==> config.mk <==
export PLATFORM = sky130hd
export DESIGN_NAME = compare_sequencer
export DESIGN_NICKNAME = d
export VERILOG_FILES = /design/src/rtl/compare_sequencer.sv
export SDC_FILE = /design/constraint.sdc
export NUM_CORES = 1
export LEC_CHECK = 0
export ABC_AREA = 1
export BUFFER_PORTS_ARGS = -buffer_cell sky130_fd_sc_hd__buf_2
export CORE_MARGIN = 1.5
export CORE_UTILIZATION = 45
export CTS_CLUSTER_SIZE = 8
export DETAILED_ROUTE_END_ITERATION = 10
export GPL_ROUTABILITY_DRIVEN = 0
export GPL_TIMING_DRIVEN = 0
export PLACE_DENSITY = 0.83
export SKIP_CTS_REPAIR_TIMING = 1
export SLEW_MARGIN = 20
export SYNTH_ARGS = -nofsm -noshare
export SYNTH_HDL_FRONTEND = slang
export SYNTH_SLANG_ARGS = --single-unit
==> constraint.sdc <==
create_clock -name clk -period 1.4 [get_ports clk]
set_clock_uncertainty 0.05 [all_clocks]
set_input_delay 0.28 -clock clk [delete_from_list [all_inputs] [get_ports clk]]
set_output_delay 0.28 -clock clk [all_outputs]
set_load 0.03 [all_outputs]
==> src/rtl/compare_sequencer.sv <==
// compare_sequencer: pops song/reference FIFO words in lockstep, hands each pair to
// the pitch comparison engine with a start pulse, waits for score_ready and counts
// scored pairs into frames. Sticky flags report FIFO skew and engine timeouts.
// Optional feature: define ZERO_SKIP_EN to skip pairs whose reference word is 0
// (reference rest), counting them in skip_count instead of scoring them.
module compare_sequencer #(
   parameter int unsigned FREQ_W    = 15,
   parameter int unsigned FRAME_LEN = 256,
   parameter int unsigned CNT_W     = 12,
   parameter int unsigned TIMEOUT   = 64
) (
   input  logic              clk,
   input  logic              rst_n,
   input  logic              enable,
   input  logic              clear_err,
   input  logic              song_empty,
   input  logic              ref_empty,
   input  logic              song_valid,
   input  logic              ref_valid,
   input  logic [FREQ_W-1:0] song_dout,
   input  logic [FREQ_W-1:0] ref_dout,
   output logic              rd_en,
   output logic              cmp_start,
   output logic [FREQ_W-1:0] cmp_sung_freq,
   output logic [FREQ_W-1:0] cmp_ref_freq,
   input  logic              score_ready,
   output logic [CNT_W-1:0]  pair_count,
   output logic [CNT_W-1:0]  skip_count,
   output logic              frame_done,
   output logic              busy,
   output logic              skew_err,
   output logic              timeout_err
);

   localparam int unsigned TO_W = $clog2(TIMEOUT + 1);

   typedef enum logic [2:0] {
      IDLE,
      READ,
      WAIT_VALID,
      START,
      WAIT_SCORE
   } state_t;

   state_t            state;
   logic              wait_cnt;
   logic [TO_W-1:0]   to_cnt;
   logic [CNT_W-1:0]  pair_next;

   // incremented pair count, compared against the frame length on success
   assign pair_next = pair_count + CNT_W'(1);

`ifndef ZERO_SKIP_EN
   assign skip_count = '0;
`endif

   // sequencing FSM with registered strobes, counters, latched data and error flags
   always_ff @(posedge clk or negedge rst_n) begin
      if (!rst_n) begin
         state         <= IDLE;
         wait_cnt      <= 1'b0;
         to_cnt        <= '0;
         rd_en         <= 1'b0;
         cmp_start     <= 1'b0;
         cmp_sung_freq <= '0;
         cmp_ref_freq  <= '0;
         pair_count    <= '0;
`ifdef ZERO_SKIP_EN
         skip_count    <= '0;
`endif
         frame_done    <= 1'b0;
         busy          <= 1'b0;
         skew_err      <= 1'b0;
         timeout_err   <= 1'b0;
      end else begin
         rd_en      <= 1'b0;
         cmp_start  <= 1'b0;
         frame_done <= 1'b0;
         // clear first so that an error set later in this cycle takes priority
         if (clear_err) begin
            skew_err    <= 1'b0;
            timeout_err <= 1'b0;
         end
         case (state)
            IDLE: begin
               if (enable && !song_empty && !ref_empty) begin
                  rd_en <= 1'b1;
                  busy  <= 1'b1;
                  state <= READ;
               end
            end
            READ: begin
               wait_cnt <= 1'b0;
               state    <= WAIT_VALID;
            end
            WAIT_VALID: begin
               if (song_valid && ref_valid) begin
                  cmp_sung_freq <= song_dout;
                  cmp_ref_freq  <= ref_dout;
`ifdef ZERO_SKIP_EN
                  if (ref_dout == '0) begin
                     if (skip_count != '1)
                        skip_count <= skip_count + CNT_W'(1);
                     busy  <= 1'b0;
                     state <= IDLE;
                  end else begin
                     cmp_start <= 1'b1;
                     state     <= START;
                  end
`else
                  cmp_start <= 1'b1;
                  state     <= START;
`endif
               end else if (song_valid ^ ref_valid) begin
                  skew_err <= 1'b1;
                  busy     <= 1'b0;
                  state    <= IDLE;
               end else if (wait_cnt) begin
                  skew_err <= 1'b1;
                  busy     <= 1'b0;
                  state    <= IDLE;
               end else begin
                  wait_cnt <= 1'b1;
               end
            end
            START: begin
               to_cnt <= '0;
               state  <= WAIT_SCORE;
            end
            WAIT_SCORE: begin
               // success takes priority over a timeout expiring in the same cycle
               if (score_ready) begin
                  if (pair_next == CNT_W'(FRAME_LEN)) begin
                     pair_count <= '0;
                     frame_done <= 1'b1;
                  end else begin
                     pair_count <= pair_next;
                  end
                  busy  <= 1'b0;
                  state <= IDLE;
               end else if (to_cnt == TO_W'(TIMEOUT - 1)) begin
                  timeout_err <= 1'b1;
                  busy        <= 1'b0;
                  state       <= IDLE;
               end else begin
                  to_cnt <= to_cnt + TO_W'(1);
               end
            end
            default: begin
               busy  <= 1'b0;
               state <= IDLE;
            end
         endcase
      end
   end

endmodule
### Word-level counts from Yosys, hierarchy flattened

Index checks and enable logic that the tools add are counted.

| storage, ports and cells | value |
|---|---|
| logic and storage cells | 82 |
| bits of input ports | 39 |
| register bits after elaboration | 59 |
| output and inout bits | 60 |

| operators by class | value |
|---|---|
| mux-type cells | 37 |
| add/sub/neg operators | 2 |
| bitwise gates (word level) | 2 |
| reduce and logical (&&, ||, !) cells | 15 |
| equality and inequality tests | 14 |

Operators with widths:

| kind | number |
|---|---|
| $mux W1 | 24 |
| $mux W3 | 6 |
| $pmux W3 S5 | 1 |
| $mux W7 | 2 |
| $pmux W7 S2 | 1 |
| $add A12 B1 Y12 const B | 1 |
| $eq A12 B9 Y1 const B | 1 |
| $mux W12 | 1 |
| $ne A2 B2 Y1 const B | 5 |
| $reduce_and A3 Y1 | 3 |
| $add A7 B1 Y7 const B | 1 |
| $eq A7 B6 Y1 const B | 1 |
| $eq A3 B2 Y1 const B | 2 |
| $ne A3 B3 Y1 const B | 2 |
| $reduce_and A5 Y1 | 1 |
| $ne A4 B4 Y1 const B | 1 |
| $pmux W1 S4 | 1 |
| $reduce_and A2 Y1 | 2 |
| $reduce_bool A2 Y1 | 2 |
| $eq A3 B1 Y1 const B | 1 |
| $eq A3 B3 Y1 const B | 1 |
| $logic_and A1 B1 Y1 | 3 |
| $logic_not A3 Y1 | 1 |
| $logic_not A1 Y1 | 2 |
| 4 further kinds | 4 |

### Logic depth before layout (Yosys ltp)

Gate-level depths: netlist of run 1.

| depth | value |
|---|---|
| word-level depth | 5 |
| depth in mapped cells | 12 |
| depth with buffers taken out | 12 |

### Worst setup path before layout of run 1

Ideal clock, no wire load.

| timing path | value |
|---|---|
| kind | register -> register |
| from | register pair_count[0] |
| to | register pair_count[0] |
| path buffers | 0 |
| arrival | 1568 ps |
| period minus slack after synthesis | 1736 ps |
| setup time | 117 ps |
| slack | -336 ps |
| required time | 1233 ps |
| stages on the path, launching flop included | 11 |
| path through | dfrtp_1 > ha_1 > nand2_1 > nor2_1 > nand2_1 > nand2_1 > nand3_1 > nor2_1 > nand2_2 > nand2_1 > nand2_1 |

| between the ends | value |
|---|---|
| cells in the longest elaborated chain, start to end | 3 |

RTL lines:

| item | line | source |
|---|---|---|
| start: declaration | 27 | `output logic [CNT_W-1:0] pair_count,` |
| start signal: assignment | 137 | `pair_count <= pair_next;` |
| $add A12 B1 Y12 * | 51 | `assign pair_next = pair_count + CNT_W'(1);` |
| $eq A12 B9 Y1 | 133 | `if (pair_next == CNT_W'(FRAME_LEN)) begin` |
| $mux W12 * | 133 |  |

Every way passes the cells marked *; elsewhere a longest branch is shown, timed or not.
A chain may end at the register's enable or synchronous reset.

### Worst setup path after layout of run 1

| timing path | value |
|---|---|
| from | register to_cnt[1] |
| to | register to_cnt[4] |

| between the ends | value |
|---|---|
| cells in the longest elaborated chain, start to end | 4 |
| elaborated cells on any way between the ends | 7 |
| those cells by class | add/sub: 1; eq/ne: 2; mux: 3; reduce/logical: 1 |

RTL lines:

| item | line | source |
|---|---|---|
| start: declaration | 47 | `logic [TO_W-1:0] to_cnt;` |
| start signal: assignment | 146 | `to_cnt <= to_cnt + TO_W'(1);` |
| $add A7 B1 Y7 | 146 |  |
| $mux W7 | 141 | `end else if (to_cnt == TO_W'(TIMEOUT - 1)) begin` |
| $mux W7 | 132 | `if (score_ready) begin` |
| $pmux W7 S2 | 84 | `case (state)` |

Several ways; a longest one is shown, not always the timed one. The select of a mux whose other input is x is not followed.

==> results of run 1 <==
[cells by family after synthesis]
| logic type | after synthesis |
|---|---|
| flops | 59 |
| xor+xnor | 3 |
| other cells | 1 |
| simple gates | 206 |
| buf+inv | 48 |
| fa+ha+maj | 4 |
| compound gates | 27 |
[metrics by stage]
| stage | cell area, sq um | worst slack [ns] | TNS (ns) |
|---|---|---|---|
| 6_report | 3960 | -0.236 | -1.79 |
| 5_1_grt | 3960 | -0.298 | -3.24 |
| 4_1_cts | 3680 | -0.246 | -4.59 |
| 2_1_floorplan | 2930 | -0.108 | -0.419 |
| 3_5_place_dp | 3450 | -0.206 | -3.51 |
| 3_3_place_gp | 3450 | -0.201 | -7.88 |
[registers in the layout (all words and copies together) (netlist names)]
name,flops
cmp_ref_freq,15
cmp_sung_freq,15
pair_count,12
to_cnt,7
state,3
busy,1
cmp_start,1
frame_done,1
rd_en,1
skew_err,1
timeout_err,1
wait_cnt,1
[layout by cell type, fill, tap and decap left out, types with 3 or more instances in the layout]
| master | count |
|---|---|
| sky130_fd_sc_hd__buf_2 | 85 |
| sky130_fd_sc_hd__buf_4 | 24 |
| sky130_fd_sc_hd__buf_6 | 6 |
| sky130_fd_sc_hd__clkbuf_8 | 11 |
| sky130_fd_sc_hd__conb_1 | 12 |
| sky130_fd_sc_hd__dfrtp_1 | 50 |
| sky130_fd_sc_hd__dfrtp_2 | 9 |
| sky130_fd_sc_hd__inv_1 | 22 |
| sky130_fd_sc_hd__inv_2 | 5 |
| sky130_fd_sc_hd__nand2_1 | 140 |
| sky130_fd_sc_hd__nand2_2 | 10 |
| sky130_fd_sc_hd__nand2_4 | 4 |
| sky130_fd_sc_hd__nand3_1 | 12 |
| sky130_fd_sc_hd__nand3_2 | 4 |
| sky130_fd_sc_hd__nand3_4 | 3 |
| sky130_fd_sc_hd__nor2_1 | 16 |
| sky130_fd_sc_hd__nor2_2 | 6 |
| sky130_fd_sc_hd__nor2_4 | 5 |
| sky130_fd_sc_hd__o21ai_0 | 9 |
| sky130_fd_sc_hd__o21ai_1 | 3 |
| sky130_fd_sc_hd__o31ai_1 | 3 |
[worst max-delay path: stages (launching register included)]
cell and delay, ns:
sky130_fd_sc_hd__dfrtp_1 0.41, sky130_fd_sc_hd__ha_4 0.19, sky130_fd_sc_hd__nand3_4 0.09, sky130_fd_sc_hd__nor2_4 0.16, sky130_fd_sc_hd__nand3_4 0.13, sky130_fd_sc_hd__a21oi_4 0.25, sky130_fd_sc_hd__nor2_1 0.07, sky130_fd_sc_hd__o21a_1 0.18
[power by group through the flow]
stage	Combinational, uW	Sequential [uW]	Clock, uW
4_1_cts	3040	2730	1800
6_report	3480	2740	1780
2_1_floorplan	1100	3770	0
3_3_place_gp	2950	2740	0
5_1_grt	3790	2830	1870
3_5_place_dp	3030	2750	0
[final timing paths]
path                              startpoint  cells past startpoint                end  slack, ns
hold / removal                         rst_n                      1   cmp_sung_freq[7]      -0.05
setup / recovery                   to_cnt[1]                      7          to_cnt[4]      -0.24
min in group clk                song_dout[2]                      3   cmp_sung_freq[2]       0.09
setup reg to reg                   to_cnt[1]                      7          to_cnt[4]      -0.24
max in group asynchronous              rst_n                      1           state[2]       0.83
hold reg to reg            cmp_sung_freq[10]                      2  cmp_sung_freq[10]       0.42
[metal layers]
metal | up-vias | global-route usage | wire [microns]
met5 | - | 0 | 0
met4 | 0 | 0.0833 | 164
met3 | 14 | 0.0408 | 250
met2 | 72 | 0.330 | 3250
met1 | 1225 | 0.227 | 2840
li1 | 1308 | - | -
[cell type report]
type | count | area share
Tap cell | 75 | 0.0237
Timing Repair Buffer | 99 | 0.140
Buffer | 20 | 0.0427
Multi-Input combinational cell | 252 | 0.334
Inverter | 28 | 0.0272
Sequential cell | 59 | 0.376
Clock buffer | 11 | 0.0382
Clock inverter | 4 | 0.0186
==> Implementation_results.wiki, run 1 <==
{| class="wikitable"
! Metric !! Value
|-
| Status || complete, but fails checks
|-
| Violated checks || hold timing, setup timing
|-
| Clock Pin Slew Worst Setup and Hold Paths || 0.07 ns
|-
| Sinks on Clock Net || 59
|-
| Number of nets in the finished design || 512
|-
| Largest family of logic cells by synthesized area || simple AND/OR/NAND/NOR gates
|-
| Switching share of power || 0.426
|-
| Number of fill cells in the layout || 491
|-
| Initial standard-cell utilization of the core || 0.476
|-
| Top-level port count || 99
|-
| Post-layout min period || 1.64 ns
|-
| Buffer cell driving the clock tree root || sky130_fd_sc_hd__clkbuf_8
|-
| Number of antenna violations at the first check in global routing || 0
|-
| Routed wire length || 6500 microns
|-
| Type of element launching the critical path || flop
|-
| Combinational Power Share || 0.435
|-
| CTS HTree Levels || 3
|-
| Mux contribution to synthesized area || 0
|-
| Number of flops mapped to enable cells by yosys || 0
|-
| Switching power || 3400 uW
|-
| Final Hold Fails || 59
|-
| Y dimension of the die || 82.8 microns
|-
| Antenna cell count || 0
|-
| Avg Synthesized Cell Area || 8.24 sq um
|-
| Leading register cell type out of synthesis || sky130_fd_sc_hd__dfrtp_1
|-
| Die width || 82.8 microns
|-
| Slew margin rel. || 0.518
|-
| Drt initial violations || 102
|-
| Clock insertion delay at the later pin of the skew report || 0.33 ns
|-
| Power density cells || 2020 nW/um^2
|-
| Number of library cell types mapped by synthesis || 31
|-
| Vias after detailed routing || 2619
|-
| Total clock buffers created by CTS || 9
|-
| Clock share of power || 0.222
|-
| PnR Total Power || 7990 uW
|-
| Total congestion overflow || 0
|-
| Number of iterations in the first detailed-routing pass || 4
|-
| Cell count after synthesis || 348
|-
| Combined area of all synthesized cells || 2870 sq um
|-
| Area of combinational cells with multiple inputs || 1320 sq um
|-
| Die outline area || 6860 sq um
|-
| Data arrival, critical path || 1.81 ns
|-
| Average wire length per cell after detail routing || 11.9 microns
|-
| Post-route core utilization || 0.657
|-
| Top-count cell post-synth || sky130_fd_sc_hd__nand2_1
|-
| Cell internal pwr || 4590 uW
|-
| Share of the cycle needed by the critical path after routing || 1.17
|-
| Cell types with the highest counts after synthesis || sky130_fd_sc_hd__nand2_1, sky130_fd_sc_hd__dfrtp_1, sky130_fd_sc_hd__inv_1, sky130_fd_sc_hd__nor2_1, sky130_fd_sc_hd__nand3_1
|-
| WS Path Type || reg2reg
|-
| Required time worst endpoint || 1.57 ns
|-
| Adder-cell share of the synthesized area || 0.0175
|-
| Area of all sequential standard cells || 1490 sq um
|-
| Half-perimeter wire length after placement || 4470 microns
|-
| Synth area leader || sky130_fd_sc_hd__dfrtp_1
|-
| Max VDD drop || 1.23 mV
|-
| Core Rows || 28
|-
| First-pass GRT wire length || 10800 microns
|-
| Final setup violation count || 14
|-
| Class of the tightest hold or removal check || in2async
|-
| Sequential cell fraction of total power || 0.343
|-
| Flip-flop and latch count after synthesis || 59
|-
| Simple-gate share of the synthesized area || 0.313
|-
| Worst setup EP type || flop
|-
| TritonCTS clock tree || done
|-
| Xor/xnor cell area share of the yosys netlist || 0.00917
|-
| Number of placed cells counting well taps || 520
|-
| Number of max-slew violations in the final report || 0
|-
| Final worst slack || -0.236 ns
|-
| Synth Area in Compound Gates || 0.0611
|-
| Number of global-route vias before repair || 2530
|-
| Largest net degree at the start of global routing || 60
|-
| Sequential area share after synthesis || 0.515
|-
| Area growth from synthesis to final layout || 38.1%
|-
| Post-DRT Antenna Nets || 0
|-
| Setup repair after global routing missed its margin || true
|-
| Number of cells in the finished layout apart from fillers || 548
|-
| Global-route total usage across every layer || 0.190
|-
| Achievable frequency || 611 MHz
|-
| Core Box Area || 6030 sq um
|-
| Share of flip-flops with an asynchronous set or reset || 1.00
|-
| Count of buffers from port buffering || 86
|-
| Share of the synthesized area in the top cell type || 0.515
|-
| Dominant cells by area after synthesis || sky130_fd_sc_hd__dfrtp_1, sky130_fd_sc_hd__nand2_1, sky130_fd_sc_hd__buf_4, sky130_fd_sc_hd__inv_1, sky130_fd_sc_hd__nand3_1
|-
| Number of max-cap violations || 0
|-
| Hold slack final || -0.0546 ns
|-
| Fraction of final layout cells sized beyond drive strength 1 || 0.397
|-
| Static Leakage || 0.00212 uW
|-
| Count of warnings emitted by yosys || 0
|-
| Max Root-Sink Buffers || 2
|-
| Per-cell via count in the routed design || 4.78
|-
| Largest fanout on the critical path || 5
|-
| Least-Margin Pin Slew || 0.724 ns
|-
| DRC violations left || 0
|}
Note: power is estimated with default switching activity, not from simulation.
==> run 2: changes to the inputs <==
Settings changed: BUFFER_PORTS_ARGS -buffer_cell sky130_fd_sc_hd__buf_2 to default, CORE_UTILIZATION 45 to 49, DONT_BUFFER_PORTS from default to 1, PLACE_DENSITY 0.83 to 0.73.
==> run 2 against run 1 <==
Effect of this change: the run still ends with hold timing, setup timing left; sequential share of layout area up 2.2 points; worst setup slack worse by 0.081 ns; global-route usage up 1.2 points; cell count down 15%; largest power group is now registers; critical endpoint is now pair_count[1]; highest routed layer unchanged; combinational power down 43%; register-to-register slack worse by 0.08 ns; critical path depth up 3; maximum frequency down 4.7%; sequential power up 46%; wire length down 0.11%.
==> Implementation_results.wiki, run 2 (synthesis results as in run 1) <==
{| class="wikitable"
! Metric !! Value
|-
| Required time worst endpoint || 1.56 ns (about the same)
|-
| Total clock buffers created by CTS || 9 (unchanged)
|-
| Core Rows || 27 (-3.6%)
|-
| First-pass GRT wire length || 9800 microns (-9.3%)
|-
| Number of iterations in the first detailed-routing pass || 4 (unchanged)
|-
| Global-route total usage across every layer || 0.202 (+0.0121)
|-
| Largest regs || cmp_ref_freq (15), cmp_sung_freq (15), pair_count (12)
|-
| Die outline area || 6320 sq um (-7.9%)
|-
| Type of element launching the critical path || flop
|-
| Number of max-slew violations in the final report || 0 (unchanged)
|-
| Cell count of the worst reg-to-reg path || 10 (+3)
|-
| Routed wire length || 6500 microns (-0.11%)
|-
| Achievable frequency || 582 MHz (-4.7%)
|-
| WS Path Type || reg2reg
|-
| Number of antenna violations at the first check in global routing || 0 (unchanged)
|-
| Die width || 79.5 microns (-4.0%)
|-
| Sinks on Clock Net || 59 (unchanged)
|-
| Antenna cell count || 0 (unchanged)
|-
| Most frequent cells in the layout || sky130_fd_sc_hd__nand2_1, sky130_fd_sc_hd__dfrtp_1, sky130_fd_sc_hd__nand2_2, sky130_fd_sc_hd__buf_4, sky130_fd_sc_hd__inv_1
|-
| Max Root-Sink Buffers || 2 (unchanged)
|-
| Post-DRT Antenna Nets || 0 (unchanged)
|-
| Data arrival, critical path || 1.88 ns (+0.07 ns)
|-
| CP max-delay cell || sky130_fd_sc_hd__dfrtp_2
|-
| Largest fanout on the critical path || 7 (+2)
|-
| Drt initial violations || 97 (-4.9%)
|-
| Max stage delay on crit path || 0.54 ns (+0.13 ns)
|-
| Most common cell after layout, fill and taps aside || sky130_fd_sc_hd__nand2_1
|-
| Launching point of the worst reg2reg path || pair_count[0]
|-
| Area growth from synthesis to final layout || 30.7%
|-
| DRC violations left || 0 (unchanged)
|-
| Cells along the critical path || ha_4 > nand3_1 > inv_1 > nand3_1 > nand2_1 > nand3_1 > nor2_1 > nand2_2 > nand2_1 > nand2_1
|-
| Setup repair after global routing missed its margin || true
|-
| Status || complete, but fails checks
|-
| Largest net degree at the start of global routing || 60 (unchanged)
|-
| Final setup violation count || 22 (+8)
|-
| Number of nets in the finished design || 434 (-15%)
|-
| Flop-to-flop setup slack || -0.32 ns (-0.08 ns)
|-
| Static Leakage || 0.00180 uW (-15%)
|-
| Clock insertion delay at the later pin of the skew report || 0.33 ns (about the same)
|-
| Class of the tightest hold or removal check || in2async
|-
| Max VDD drop || 1.23 mV (about the same)
|-
| Number of max-cap violations || 0 (unchanged)
|-
| Worst setup EP type || flop
|-
| Total congestion overflow || 0 (unchanged)
|-
| Aggregate negative setup slack || -3.03 ns (-1.24 ns)
|-
| CTS HTree Levels || 3 (unchanged)
|-
| PnR Total Power || 7540 uW (-5.7%)
|-
| Fraction of final layout cells sized beyond drive strength 1 || 0.365 (-0.0329)
|-
| Share of the cycle needed by the critical path after routing || 1.23 (+0.0582)
|-
| Y dimension of the die || 79.5 microns (-4.0%)
|-
| Number of global-route vias before repair || 2237 (-12%)
|-
| Core Box Area || 5570 sq um (-7.5%)
|-
| Top-level port count || 99 (unchanged)
|-
| TritonCTS clock tree || done
|-
| Violated checks || hold timing, setup timing
|-
| Half-perimeter wire length after placement || 4170 microns (-6.6%)
|-
| Count of buffers from port buffering || 0 (-100%)
|-
| Initial standard-cell utilization of the core || 0.514 (+0.0385)
|-
| Power density cells || 2010 nW/um^2 (-0.27%)
|-
| Number of fill cells in the layout || 468 (-4.7%)
|-
| Final worst slack || -0.318 ns (-0.0815 ns)
|-
| R2r endpoint || pair_count[1]
|-
| Hold slack final || -0.413 ns (-0.359 ns)
|-
| Clock Pin Slew Worst Setup and Hold Paths || 0.07 ns (about the same)
|-
| Final Hold Fails || 59 (unchanged)
|-
| Buffer cell driving the clock tree root || sky130_fd_sc_hd__clkbuf_8
|-
| Average wire length per cell after detail routing || 13.9 microns (+17%)
|-
| Post-layout min period || 1.72 ns (+0.0815 ns)
|-
| Vias after detailed routing || 2323 (-11%)
|-
| Per-cell via count in the routed design || 4.97 (+4.1%)
|}
==> run 2: changes by cell type in the layout (fill, tap and decap cells not counted), moves of 4 or more <==
cell and change:
sky130_fd_sc_hd__nand2_2 +27, sky130_fd_sc_hd__buf_6 +4, sky130_fd_sc_hd__nand2_1 -32, sky130_fd_sc_hd__nand2_4 +5, sky130_fd_sc_hd__buf_2 -85
==> run 2: report_power, final <==
group          switching [uW]  total (uW)  internal, uW
logic                    1040        1970           937
clock network             644        1550           909
registers                1690        4010          2320
total                    3370        7540          4160
==> run 2: layout make-up <==
type	instances	area (sq um)	area share
repair buffers	21	234	0.0625
flip-flops and latches	59	1490	0.398
clock buffers	13	159	0.0424
inverters	28	110	0.0294
plain buffers	20	184	0.0491
well taps	72	90.1	0.0240
multi-input cells	252	1440	0.385
clock inverters	2	35.0	0.00935
==> run 2: worst max path at each step <==
stage	startpoint	to	slack (ns)	cells past startpoint
2_1_floorplan	pair_count[0]	pair_count[0]	-0.11	12
3_3_place_gp	pair_count[0]	pair_count[8]	-0.28	12
3_5_place_dp	pair_count[7]	pair_count[1]	-0.32	9
4_1_cts	pair_count[7]	pair_count[1]	-0.35	9
5_1_grt	pair_count[0]	pair_count[1]	-0.52	12
6_report	pair_count[0]	pair_count[1]	-0.32	10
==> run 2: critical path: cells and delay by family, from the launching register on <==
family	cells	cell delay (ns)
buffers and inverters	1	0.09
AND/OR/NAND/NOR	8	0.69
flip-flops	1	0.54
adder cells (fa/ha/maj)	1	0.22
==> run 2: layer usage <==
| layer | up-vias | global-route usage | share of wire |
|---|---|---|---|
| met4 | 0 | 0.100 | 0.015 |
| met3 | 7 | 0.0617 | 0.061 |
| met5 | - | 0 | 0 |
| li1 | 1148 | - | - |
| met1 | 1090 | 0.240 | 0.43 |
| met2 | 78 | 0.331 | 0.49 |
==> run 2: metrics by stage <==
stage | area (sq um) | cells | utilization | setup slack, ns
5_1_grt | 3750 | 467 | 0.672 | -0.519
4_1_cts | 3210 | 446 | 0.576 | -0.354
3_3_place_gp | 3020 | 431 | 0.541 | -0.277
6_report | 3750 | 467 | 0.672 | -0.318
2_1_floorplan | 2930 | 359 | - | -0.108
3_5_place_dp | 3020 | 431 | 0.541 | -0.323
